**src/rtl/i2c_master_latin.sv**
```systemverilog
// ---------------------------------------------------------------------------
// i2c_master_latin
//
// Single-byte I2C bus master. Each accepted command produces one
// START / address+rw / data byte / STOP transaction on an open-drain bus
// and reports the read byte and the acknowledge status.
//
// Ports
//   clk, rst_n              system clock, asynchronous active-low reset
//   cmd_valid / cmd_ready   command handshake; accepted when both are high
//   cmd_rw                  0 = write, 1 = read
//   cmd_addr [6:0]          7-bit target address
//   cmd_wdata[7:0]          byte to write
//   rdata[7:0]              byte read from the target (MSB first on the bus)
//   done                    one-cycle pulse when a transaction ends
//   ack_err                 a NACK was seen; valid with done
//   busy                    inverse of cmd_ready
//   scl_in                  reserved (no clock stretching)
//   scl_out/scl_oe          SCL pad; oe=1 pulls the line low
//   sda_in                  SDA pad input
//   sda_out/sda_oe          SDA pad; oe=1 pulls the line low
//
// CLK_DIV is the number of clk cycles per SCL quarter period and must be
// at least 4, because the SDA synchronizer adds two cycles of lag ahead of
// the sampling tick.
// ---------------------------------------------------------------------------
module i2c_master_latin #(
    parameter int CLK_DIV = 4
) (
    input  logic       clk,
    input  logic       rst_n,
    input  logic       cmd_valid,
    output logic       cmd_ready,
    input  logic       cmd_rw,
    input  logic [6:0] cmd_addr,
    input  logic [7:0] cmd_wdata,
    output logic [7:0] rdata,
    output logic       done,
    output logic       ack_err,
    output logic       busy,
    input  logic       scl_in,
    output logic       scl_out,
    output logic       scl_oe,
    input  logic       sda_in,
    output logic       sda_out,
    output logic       sda_oe
);

    localparam int DIV_W = $clog2(CLK_DIV);

    typedef enum logic [3:0] {
        S_IDLE,
        S_START,
        S_ADDR,
        S_ADDR_ACK,
        S_WRITE,
        S_WACK,
        S_READ,
        S_RNACK,
        S_STOP
    } state_t;

    state_t           r_state;
    logic [DIV_W-1:0] r_divCnt;
    logic [1:0]       r_quarter;
    logic [2:0]       r_bitCnt;
    logic [7:0]       r_txShift;
    logic [7:0]       r_wdata;
    logic             r_rw;
    logic [7:0]       r_rdata;
    logic             r_ackErr;
    logic             r_done;
    logic             r_sclOe;
    logic             r_sdaOe;
    logic             r_sdaMeta;
    logic             r_sdaSync;

    state_t           w_stateNext;
    logic [1:0]       w_quarterNext;
    logic [2:0]       w_bitNext;
    logic [7:0]       w_txNext;
    logic [7:0]       w_wdataNext;
    logic             w_rwNext;
    logic [7:0]       w_rdataNext;
    logic             w_ackErrNext;
    logic             w_doneNext;
    logic             w_sclOeNext;
    logic             w_sdaOeNext;

    logic             w_accept;
    logic             w_tick;
    logic             w_isBitState;
    logic             w_unusedSclIn;

    // Clock stretching is not supported, so the SCL input is not observed.
    assign w_unusedSclIn = scl_in;

    assign w_accept     = cmd_valid && (r_state == S_IDLE);
    assign w_tick       = (r_state != S_IDLE) && (r_divCnt == DIV_W'(CLK_DIV - 1));
    // Every state that moves one bit over nine or eight SCL pulses shares
    // the same SCL shape: low for q0/q1, released for q2/q3.
    assign w_isBitState = (r_state == S_ADDR)  || (r_state == S_ADDR_ACK) ||
                          (r_state == S_WRITE) || (r_state == S_WACK)     ||
                          (r_state == S_READ)  || (r_state == S_RNACK);

    assign cmd_ready = (r_state == S_IDLE);
    assign busy      = (r_state != S_IDLE);
    assign rdata     = r_rdata;
    assign done      = r_done;
    assign ack_err   = r_ackErr;
    assign scl_out   = 1'b0;
    assign sda_out   = 1'b0;
    assign scl_oe    = r_sclOe;
    assign sda_oe    = r_sdaOe;

    // Quarter-period divider: restarts at acceptance so tick N lands exactly
    // N*CLK_DIV cycles after the accepting edge.
    always_ff @(posedge clk or negedge rst_n) begin
        if (!rst_n) begin
            r_divCnt <= '0;
        end else if (w_accept || (r_state == S_IDLE) || w_tick) begin
            r_divCnt <= '0;
        end else begin
            r_divCnt <= r_divCnt + 1'b1;
        end
    end

    // Two-flop synchronizer for the SDA pad; idle line reads as released.
    always_ff @(posedge clk or negedge rst_n) begin
        if (!rst_n) begin
            r_sdaMeta <= 1'b1;
            r_sdaSync <= 1'b1;
        end else begin
            r_sdaMeta <= sda_in;
            r_sdaSync <= r_sdaMeta;
        end
    end

    // State and datapath registers. Pad enables are registered so the bus
    // only changes on quarter ticks and never glitches.
    always_ff @(posedge clk or negedge rst_n) begin
        if (!rst_n) begin
            r_state   <= S_IDLE;
            r_quarter <= 2'd0;
            r_bitCnt  <= 3'd0;
            r_txShift <= 8'h00;
            r_wdata   <= 8'h00;
            r_rw      <= 1'b0;
            r_rdata   <= 8'h00;
            r_ackErr  <= 1'b0;
            r_done    <= 1'b0;
            r_sclOe   <= 1'b0;
            r_sdaOe   <= 1'b0;
        end else begin
            r_state   <= w_stateNext;
            r_quarter <= w_quarterNext;
            r_bitCnt  <= w_bitNext;
            r_txShift <= w_txNext;
            r_wdata   <= w_wdataNext;
            r_rw      <= w_rwNext;
            r_rdata   <= w_rdataNext;
            r_ackErr  <= w_ackErrNext;
            r_done    <= w_doneNext;
            r_sclOe   <= w_sclOeNext;
            r_sdaOe   <= w_sdaOeNext;
        end
    end

    // Next-state and bus sequencing. Outside IDLE everything advances only
    // on a quarter tick; r_quarter wraps from 3 to 0 at each bit boundary.
    always_comb begin
        w_stateNext   = r_state;
        w_quarterNext = r_quarter;
        w_bitNext     = r_bitCnt;
        w_txNext      = r_txShift;
        w_wdataNext   = r_wdata;
        w_rwNext      = r_rw;
        w_rdataNext   = r_rdata;
        w_ackErrNext  = r_ackErr;
        w_doneNext    = 1'b0;
        w_sclOeNext   = r_sclOe;
        w_sdaOeNext   = r_sdaOe;

        if (r_state == S_IDLE) begin
            if (cmd_valid) begin
                // START begins right away: SDA falls while SCL is still high.
                w_stateNext   = S_START;
                w_quarterNext = 2'd0;
                w_bitNext     = 3'd0;
                w_txNext      = {cmd_addr, cmd_rw};
                w_wdataNext   = cmd_wdata;
                w_rwNext      = cmd_rw;
                w_ackErrNext  = 1'b0;
                w_sclOeNext   = 1'b0;
                w_sdaOeNext   = 1'b1;
            end
        end else if (w_tick) begin
            w_quarterNext = r_quarter + 2'd1;

            if (w_isBitState) begin
                if (r_quarter == 2'd1) begin
                    w_sclOeNext = 1'b0;
                end
                if (r_quarter == 2'd3) begin
                    w_sclOeNext = 1'b1;
                end
            end

            case (r_state)
                S_START: begin
                    if (r_quarter == 2'd1) begin
                        w_sclOeNext = 1'b1;
                    end
                    if (r_quarter == 2'd2) begin
                        w_stateNext   = S_ADDR;
                        w_quarterNext = 2'd0;
                        w_bitNext     = 3'd0;
                        w_sdaOeNext   = ~r_txShift[7];
                    end
                end

                S_ADDR, S_WRITE: begin
                    if (r_quarter == 2'd3) begin
                        if (r_bitCnt == 3'd7) begin
                            w_stateNext = (r_state == S_ADDR) ? S_ADDR_ACK : S_WACK;
                            w_bitNext   = 3'd0;
                            w_sdaOeNext = 1'b0;
                        end else begin
                            w_bitNext   = r_bitCnt + 3'd1;
                            w_txNext    = {r_txShift[6:0], 1'b0};
                            w_sdaOeNext = ~r_txShift[6];
                        end
                    end
                end

                S_ADDR_ACK: begin
                    if ((r_quarter == 2'd2) && r_sdaSync) begin
                        w_ackErrNext = 1'b1;
                    end
                    // ack_err can only have been set by this ACK slot, so it
                    // doubles as the address-NACK flag here.
                    if (r_quarter == 2'd3) begin
                        w_bitNext = 3'd0;
                        if (r_ackErr) begin
                            w_stateNext = S_STOP;
                            w_sdaOeNext = 1'b1;
                        end else if (r_rw) begin
                            w_stateNext = S_READ;
                            w_sdaOeNext = 1'b0;
                        end else begin
                            w_stateNext = S_WRITE;
                            w_txNext    = r_wdata;
                            w_sdaOeNext = ~r_wdata[7];
                        end
                    end
                end

                S_WACK: begin
                    if ((r_quarter == 2'd2) && r_sdaSync) begin
                        w_ackErrNext = 1'b1;
                    end
                    if (r_quarter == 2'd3) begin
                        w_stateNext = S_STOP;
                        w_sdaOeNext = 1'b1;
                    end
                end

                S_READ: begin
                    if (r_quarter == 2'd2) begin
                        w_rdataNext = {r_rdata[6:0], r_sdaSync};
                    end
                    if (r_quarter == 2'd3) begin
                        if (r_bitCnt == 3'd7) begin
                            w_stateNext = S_RNACK;
                            w_bitNext   = 3'd0;
                        end else begin
                            w_bitNext = r_bitCnt + 3'd1;
                        end
                    end
                end

                S_RNACK: begin
                    if (r_quarter == 2'd3) begin
                        w_stateNext = S_STOP;
                        w_sdaOeNext = 1'b1;
                    end
                end

                S_STOP: begin
                    // q0 both low, q1 SCL released, q2 SDA released, q3 bus free.
                    if (r_quarter == 2'd0) begin
                        w_sclOeNext = 1'b0;
                    end
                    if (r_quarter == 2'd1) begin
                        w_sdaOeNext = 1'b0;
                    end
                    if (r_quarter == 2'd3) begin
                        w_stateNext = S_IDLE;
                        w_doneNext  = 1'b1;
                    end
                end

                default: begin
                    w_stateNext = S_IDLE;
                end
            endcase
        end
    end

endmodule

```
**config.mk**
```make
export PLATFORM = sky130hd
export DESIGN_NAME = i2c_master_latin
export DESIGN_NICKNAME = d
export VERILOG_FILES = /design/src/rtl/i2c_master_latin.sv
export SDC_FILE = /design/constraint.sdc
export NUM_CORES = 1
export LEC_CHECK = 0
export CORE_ASPECT_RATIO = 1.1
export CORE_MARGIN = 1
export CORE_UTILIZATION = 48
export CTS_CLUSTER_SIZE = 40
export DETAILED_ROUTE_END_ITERATION = 7
export MAX_ROUTING_LAYER = met4
export PLACE_DENSITY = 0.76
export SLEW_MARGIN = 20
export SYNTH_ARGS = -nofsm -noshare
export SYNTH_HDL_FRONTEND = slang
export SYNTH_SLANG_ARGS = --single-unit
```
**constraint.sdc**
```tcl
create_clock -name clk -period 2.2 [get_ports clk]
set_input_delay 0.44 -clock clk [delete_from_list [all_inputs] [get_ports clk]]
set_output_delay 0.44 -clock clk [all_outputs]
set_load 0.05 [all_outputs]
```
==> results.ini, run 1 <==
[outcome]
outcome = complete, no violations

[sta]
timing.final.crit_share_pct = 96.1
hold_viol = 0
fmax_mhz = 473
finalSetupViolations = 0
post-route-min-period_ps = 2110
skew_ps = 10.0
rsz0062_at_grt = no
worst_pin_slew_ps = 575
worst_slack_ps = 85.4
drv_slew = 0
maxSlewHeadroom_pct = 61.3
tns_ps = 0
timing.hold.ws_ps = 200

[route]
drcViolationCount = 0
vias = 1743
drt_pass1_iterations = 4
drtIter0Drc = 105
viasPerCell = 5.60
post_drt_wl_per_cell_microns = 14.9
final_antenna_net_count = 0
wl_microns = 4630

[synth]
synthFlopType = dfrtp_1
synthXorXnorAreaFrac_pct = 0.773
yosys_warnings = 0
synth_edf_count = 0
postSynthAreaPerCell_sq_um = 10.8
syn_inst = 210
synth_seq_cells = 42
post_synth_instance_area_sq_mm = 0.00226
ys_types = 47
synth_compound_area_share_pct = 13.6
ys_seq_area_share_pct = 46.5
synthMuxAreaShare_pct = 19.0
yosys.area_share.simple_pct = 13.1
yosys.area_share.adder_pct = 1.66
async_reset_ff_share_pct = 100
synth_top_family_by_area = multiplexers

[cells_and_area]
final_area_sq_mm = 0.00289
mostFrequentLayoutCell = dfrtp_1
drive_gt1_share_pct = 28.0
n_fill_cell = 353
n_antenna_cell = 0
final_cell_mix = dfrtp_1, clkdlybuf4s50_1, mux2_2
fin_cells = 311
num-nets-final = 280
area_growth_pct = 27.8
final_util_pct = 65.6

[global_routing]
grt_max_degree = 43
antenna_found_initial = 0
overflow = 0
track_usage_pct = 21.4
grt_pass1_vias = 1695
grt_first_pass_wirelength_microns = 7750

[clock_network]
insertion_delay_ps = 290
cts_root_buf = clkbuf_8
post_cts_resized = 0
cts_htree_levels = 2
cts_tree = done
cts_buffers = 5
hold_buffers = 0
post_cts_buffers = 0
cts_buffer_depth = 2
clk_pin_slew_ps = 80
clkSinkCount = 42

[place]
gp_congestion = 0.891
placed_area_sq_mm = 0.00277
portBuffers = 33
place_inst = 303
pre_cts_slack_ps = 72.1
dp_hpwl_microns = 3320

[pwr]
power_frac_clock_pct = 17.1
vdd_ir_drop_max_uv = 616
internal_power_mw = 2.25
cellLeakagePower_nw = 1.25
p_seq_share_pct = 34.4
power_density_mw_per_mm2 = 1270
p_total_mw = 3.68
sw_frac_of_total_pct = 38.7
switchingPower_mw = 1.42
power_frac_comb_pct = 48.5

[critical_path]
crit_buf_inv = 3
slowest_delay_ps = 600
path_cells = or4_4 -> clkinv_8 -> buf_6 -> buf_12
cp_top_family = simple AND/OR/NAND/NOR gates
path_max_fanout = 17
r2r_start = r_state[2]
cp.depth = 4
cp_data_required_time_ps = 1760
rr_worst_depth = 6
timing.rr.end = r_state[0]
rrSetupSlack_ps = 90
worst_path_max_delay_cell = or4_4
path_class = reg2out
start_kind = flip-flop
cp-end-kind = primary output
cp.arrival_ps = 1670

[die]
die_h_microns = 74.0
core_sq_mm = 0.00441
fp-row-count = 25
io_pins = 37
die_area_sq_mm = 0.00500
initial_utilization_pct = 51.3
fp.dieW_microns = 67.5

[job]
cap_violations = 0

[worst_hold_path]
worst_hold_path_type = in2async

-- flip-flops by register name, indices dropped and copies added, names as in the netlist --
signal	count
r_rw	1
r_sdaSync	1
r_wdata	8
done	1
r_divCnt	2
sda_oe	1
scl_oe	1
r_txShift	8
r_sdaMeta	1
r_quarter	2
r_bitCnt	3
rdata	8
ack_err	1
r_state	4
-- power groups by stage --
| stage | Sequential, mW | Combinational [mW] | Clock, mW |
|---|---|---|---|
| after floorplan | 1.38 | 1.14 | 0 |
| after global placement | 1.27 | 1.73 | 0 |
| after detailed placement | 1.27 | 1.77 | 0 |
| after CTS | 1.26 | 1.78 | 0.644 |
| after global routing | 1.30 | 1.94 | 0.664 |
| final | 1.26 | 1.78 | 0.630 |
-- synthesized netlist by cell type (2+ instances only) --
master	number	area, sq um
o31ai_1	3	22.5
nor3_1	4	20.0
mux2_2	29	327
nor2_1	11	41.3
nor4_1	4	25.0
nand4_1	2	12.5
clkbuf_1	8	30.0
dfrtp_1	40	1000
mux2_1	2	22.5
a211oi_1	3	22.5
dfstp_2	2	52.6
a31oi_1	2	12.5
buf_1	2	7.51
and3_1	4	25.0
nand3_1	2	10.0
a32oi_1	2	17.5
o21ai_0	16	80.1
mux2i_1	8	80.1
inv_1	6	22.5
nand2b_1	2	12.5
nand2_1	19	71.3
ha_1	3	37.5
buf_4	2	15.0
nor3b_4	2	37.5
buf_6	2	22.5
a21oi_1	8	40.0
buf_2	2	10.0
-- area by class of cell --
type / count / area, sq um / area share (%)
timing repair buffer: 54 / 507 / 17.5
clock inverter: 1 / 30.0 / 1.04
clock buffer: 7 / 86.3 / 2.98
tap: 54 / 67.6 / 2.33
sequential: 42 / 1050 / 36.4
inverter: 7 / 38.8 / 1.34
multi-input combinational: 146 / 1110 / 38.4
-- routing by layer --
| layer | track usage (%) | wire length (microns) |
|---|---|---|
| met1 | 24.9 | 1920 |
| met2 | 35.6 | 2370 |
| met3 | 3.37 | 194 |
| met4 | 10.2 | 146 |
| met5 | - | 0 |
-- cell families after synthesis --
group,count (synthesis)
adder cells (fa/ha/maj),3
buffers and inverters,23
other,1
XOR/XNOR,2
AO/OA/AOI/OAI,45
AND/OR/NAND/NOR,55
multiplexers,39
flip-flops,42
-- worst max path at each step --
stage / start / slack [ps] / endpoint
global placement: cmd_valid / 100 / r_state[0]
finish: r_state[3] / 90 / cmd_ready
CTS: r_state[3] / 20 / cmd_ready
detailed placement: cmd_valid / 70 / r_state[0]
global route: r_state[3] / 30 / cmd_ready
floorplan: r_state[3] / -20 / r_state[0]
Power figures use the tool's default switching activity.
==> inputs of run 2 (changes only) <==
--- a/config.mk
+++ b/config.mk
@@ -5,7 +5,7 @@
 export SDC_FILE = /design/constraint.sdc
 export NUM_CORES = 1
 export LEC_CHECK = 0
-export CORE_ASPECT_RATIO = 1.1
+export CORE_ASPECT_RATIO = 1.2
 export CORE_MARGIN = 1
 export CORE_UTILIZATION = 48
 export CTS_CLUSTER_SIZE = 40
==> run 2 against run 1 <==
Non-clock buffer count increased by 1. Worst setup slack got worse by 2.1 ps. Die area about the same. Hold slack got worse by 78 ps. Critical endpoint is now rdata[2]. Critical path depth increased by 4. Highest routed layer unchanged.
==> results.ini, run 2 (synthesized netlist as in run 1, its figures left out) <==
[outcome]
outcome = complete, no violations

[place]
dp_hpwl_microns = 3450  ; +3.9%
place_inst = 307  ; +1.3%
gp_congestion = 0.935  ; +5.0%
pre_cts_slack_ps = 70.3  ; -1.81 ps
portBuffers = 33  ; unchanged

[cells_and_area]
area_growth_pct = 27.8  ; about the same
fin_cells = 316  ; +1.6%
n_fill_cell = 373  ; +5.7%
mostFrequentLayoutCell = dfrtp_1
final_cell_mix = dfrtp_1, clkdlybuf4s50_1, mux2_2
n_antenna_cell = 0  ; unchanged
drive_gt1_share_pct = 28.7  ; +0.67 points
num-nets-final = 281  ; +0.36%

[sta]
worst_slack_ps = 83.3  ; -2.13 ps
post-route-min-period_ps = 2120  ; +2.13 ps
tns_ps = 0  ; unchanged
worst_pin_slew_ps = 718  ; +144 ps
drv_slew = 0  ; unchanged
hold_viol = 0  ; unchanged
skew_ps = 9.73  ; -0.270 ps
timing.final.crit_share_pct = 96.2  ; +0.097 points
fmax_mhz = 472  ; -0.10%
finalSetupViolations = 0  ; unchanged
maxSlewHeadroom_pct = 51.7  ; -9.7 points
rsz0062_at_grt = no

[clock_network]
cts_buffers = 5  ; unchanged
clk_pin_slew_ps = 70  ; about the same
cts_buffer_depth = 2  ; unchanged
insertion_delay_ps = 290  ; about the same
cts_tree = done
clkSinkCount = 42  ; unchanged
cts_root_buf = clkbuf_8
cts_htree_levels = 2  ; unchanged

[route]
vias = 1741  ; -0.11%
final_antenna_net_count = 0  ; unchanged
drtIter0Drc = 115  ; +9.5%
viasPerCell = 5.51  ; -1.7%
wl_microns = 4600  ; -0.84%
drt_pass1_iterations = 4  ; unchanged
drcViolationCount = 0  ; unchanged
post_drt_wl_per_cell_microns = 14.5  ; -2.4%

[job]
cap_violations = 0  ; unchanged

[pwr]
cellLeakagePower_nw = 1.25  ; about the same
internal_power_mw = 2.15  ; -4.7%
p_seq_share_pct = 36.1  ; +1.7 points
p_total_mw = 3.55  ; -3.4%
power_density_mw_per_mm2 = 1230  ; -3.4%
switchingPower_mw = 1.40  ; -1.4%
sw_frac_of_total_pct = 39.5  ; +0.80 points
power_frac_comb_pct = 49.9  ; +1.4 points
power_frac_clock_pct = 14.0  ; -3.1 points
vdd_ir_drop_max_uv = 532  ; -14%

[critical_path]
start_kind = flip-flop
path_class = reg2reg
rr_worst_depth = 8  ; +2
cp_data_required_time_ps = 2370  ; +610 ps
r2r_start = r_state[2]
cp.arrival_ps = 2290  ; +620 ps
path_max_fanout = 8  ; -9
timing.rr.end = rdata[2]
cp-end-kind = flip-flop
worstSetupStartpoint = r_state[2]
rrSetupSlack_ps = 80  ; about the same
endpoint = rdata[2]

[die]
initial_utilization_pct = 49.7  ; -1.7 points
io_pins = 37  ; unchanged
fp-row-count = 27  ; +8.0%
core_sq_mm = 0.00456  ; +3.4%
fp.dieW_microns = 64.7  ; -4.1%
die_h_microns = 77.2  ; +4.3%
die_area_sq_mm = 0.00500  ; about the same

[global_routing]
grt_max_degree = 25  ; -42%
grt_pass1_vias = 1741  ; +2.7%
antenna_found_initial = 0  ; unchanged
track_usage_pct = 21.4  ; +0.059 points
overflow = 0  ; unchanged
grt_first_pass_wirelength_microns = 8120  ; +4.8%

[worst_hold_path]
worst_hold_path_type = in2async

## run 2: worst max-delay path: stages, from the launching register on
cell and delay [ps]:
dfrtp_1 380, or4_4 600, buf_4 190, nand2_1 90, nor4_1 50, buf_4 150
nor3b_4 150, buf_12 140, mux2_2 260
## run 2: power groups by stage
stage | registers, mW | clock network [mW] | logic [mW]
after floorplan | 1.38 | 0 | 1.14
after global placement | 1.28 | 0 | 1.73
after detailed placement | 1.30 | 0 | 1.76
after CTS | 1.28 | 0.523 | 1.77
after global routing | 1.32 | 0.552 | 1.94
final | 1.28 | 0.497 | 1.77
## run 2: layout make-up
type                       count  area, sq um  share of cell area (%)
clock buffer                   7         86.3                    2.98
clock inverter                 1         5.00                   0.173
inverter                       7         38.8                    1.34
multi-input combinational    146         1110                    38.4
sequential                    42         1050                    36.4
tap                           58         72.6                    2.51
timing repair buffer          55          527                    18.2
## run 2: worst min-delay path by stage
| stage | end | from | cells past startpoint |
|---|---|---|---|
| 2_1_floorplan | ack_err | rst_n | 0 |
| 3_3_place_gp | r_sdaSync | r_sdaMeta | 0 |
| 3_5_place_dp | r_sdaSync | r_sdaMeta | 0 |
| 4_1_cts | r_wdata[3] | rst_n | 1 |
| 5_1_grt | r_wdata[3] | rst_n | 1 |
| 6_report | r_wdata[3] | rst_n | 1 |
## run 2: stage by stage
stage | instance area (sq um) | utilization (%) | hold slack [ps]
after floorplan | 2300 | - | 144
after global placement | 2790 | 61.2 | 345
after detailed placement | 2790 | 61.2 | 353
after CTS | 2890 | 63.4 | 132
after global routing | 2900 | 63.5 | 162
final | 2900 | 63.5 | 122
## run 2: layer usage
metal	share of wire (%)	track usage, %	wire length, microns	vias to the layer above
met5	0	-	0	-
met3	3.3	4.46	150	4
met1	44	26.9	2010	846
met2	52	34.2	2370	43
li1	-	-	-	848
met4	1.4	6.89	65	0
## run 2: timing repair
item	in CTS	in global routing
resized for setup	0	2
endpoints found under the setup margin	1	7
pin swaps	1	0
buffers inserted	1	0
hold buffers	0	0
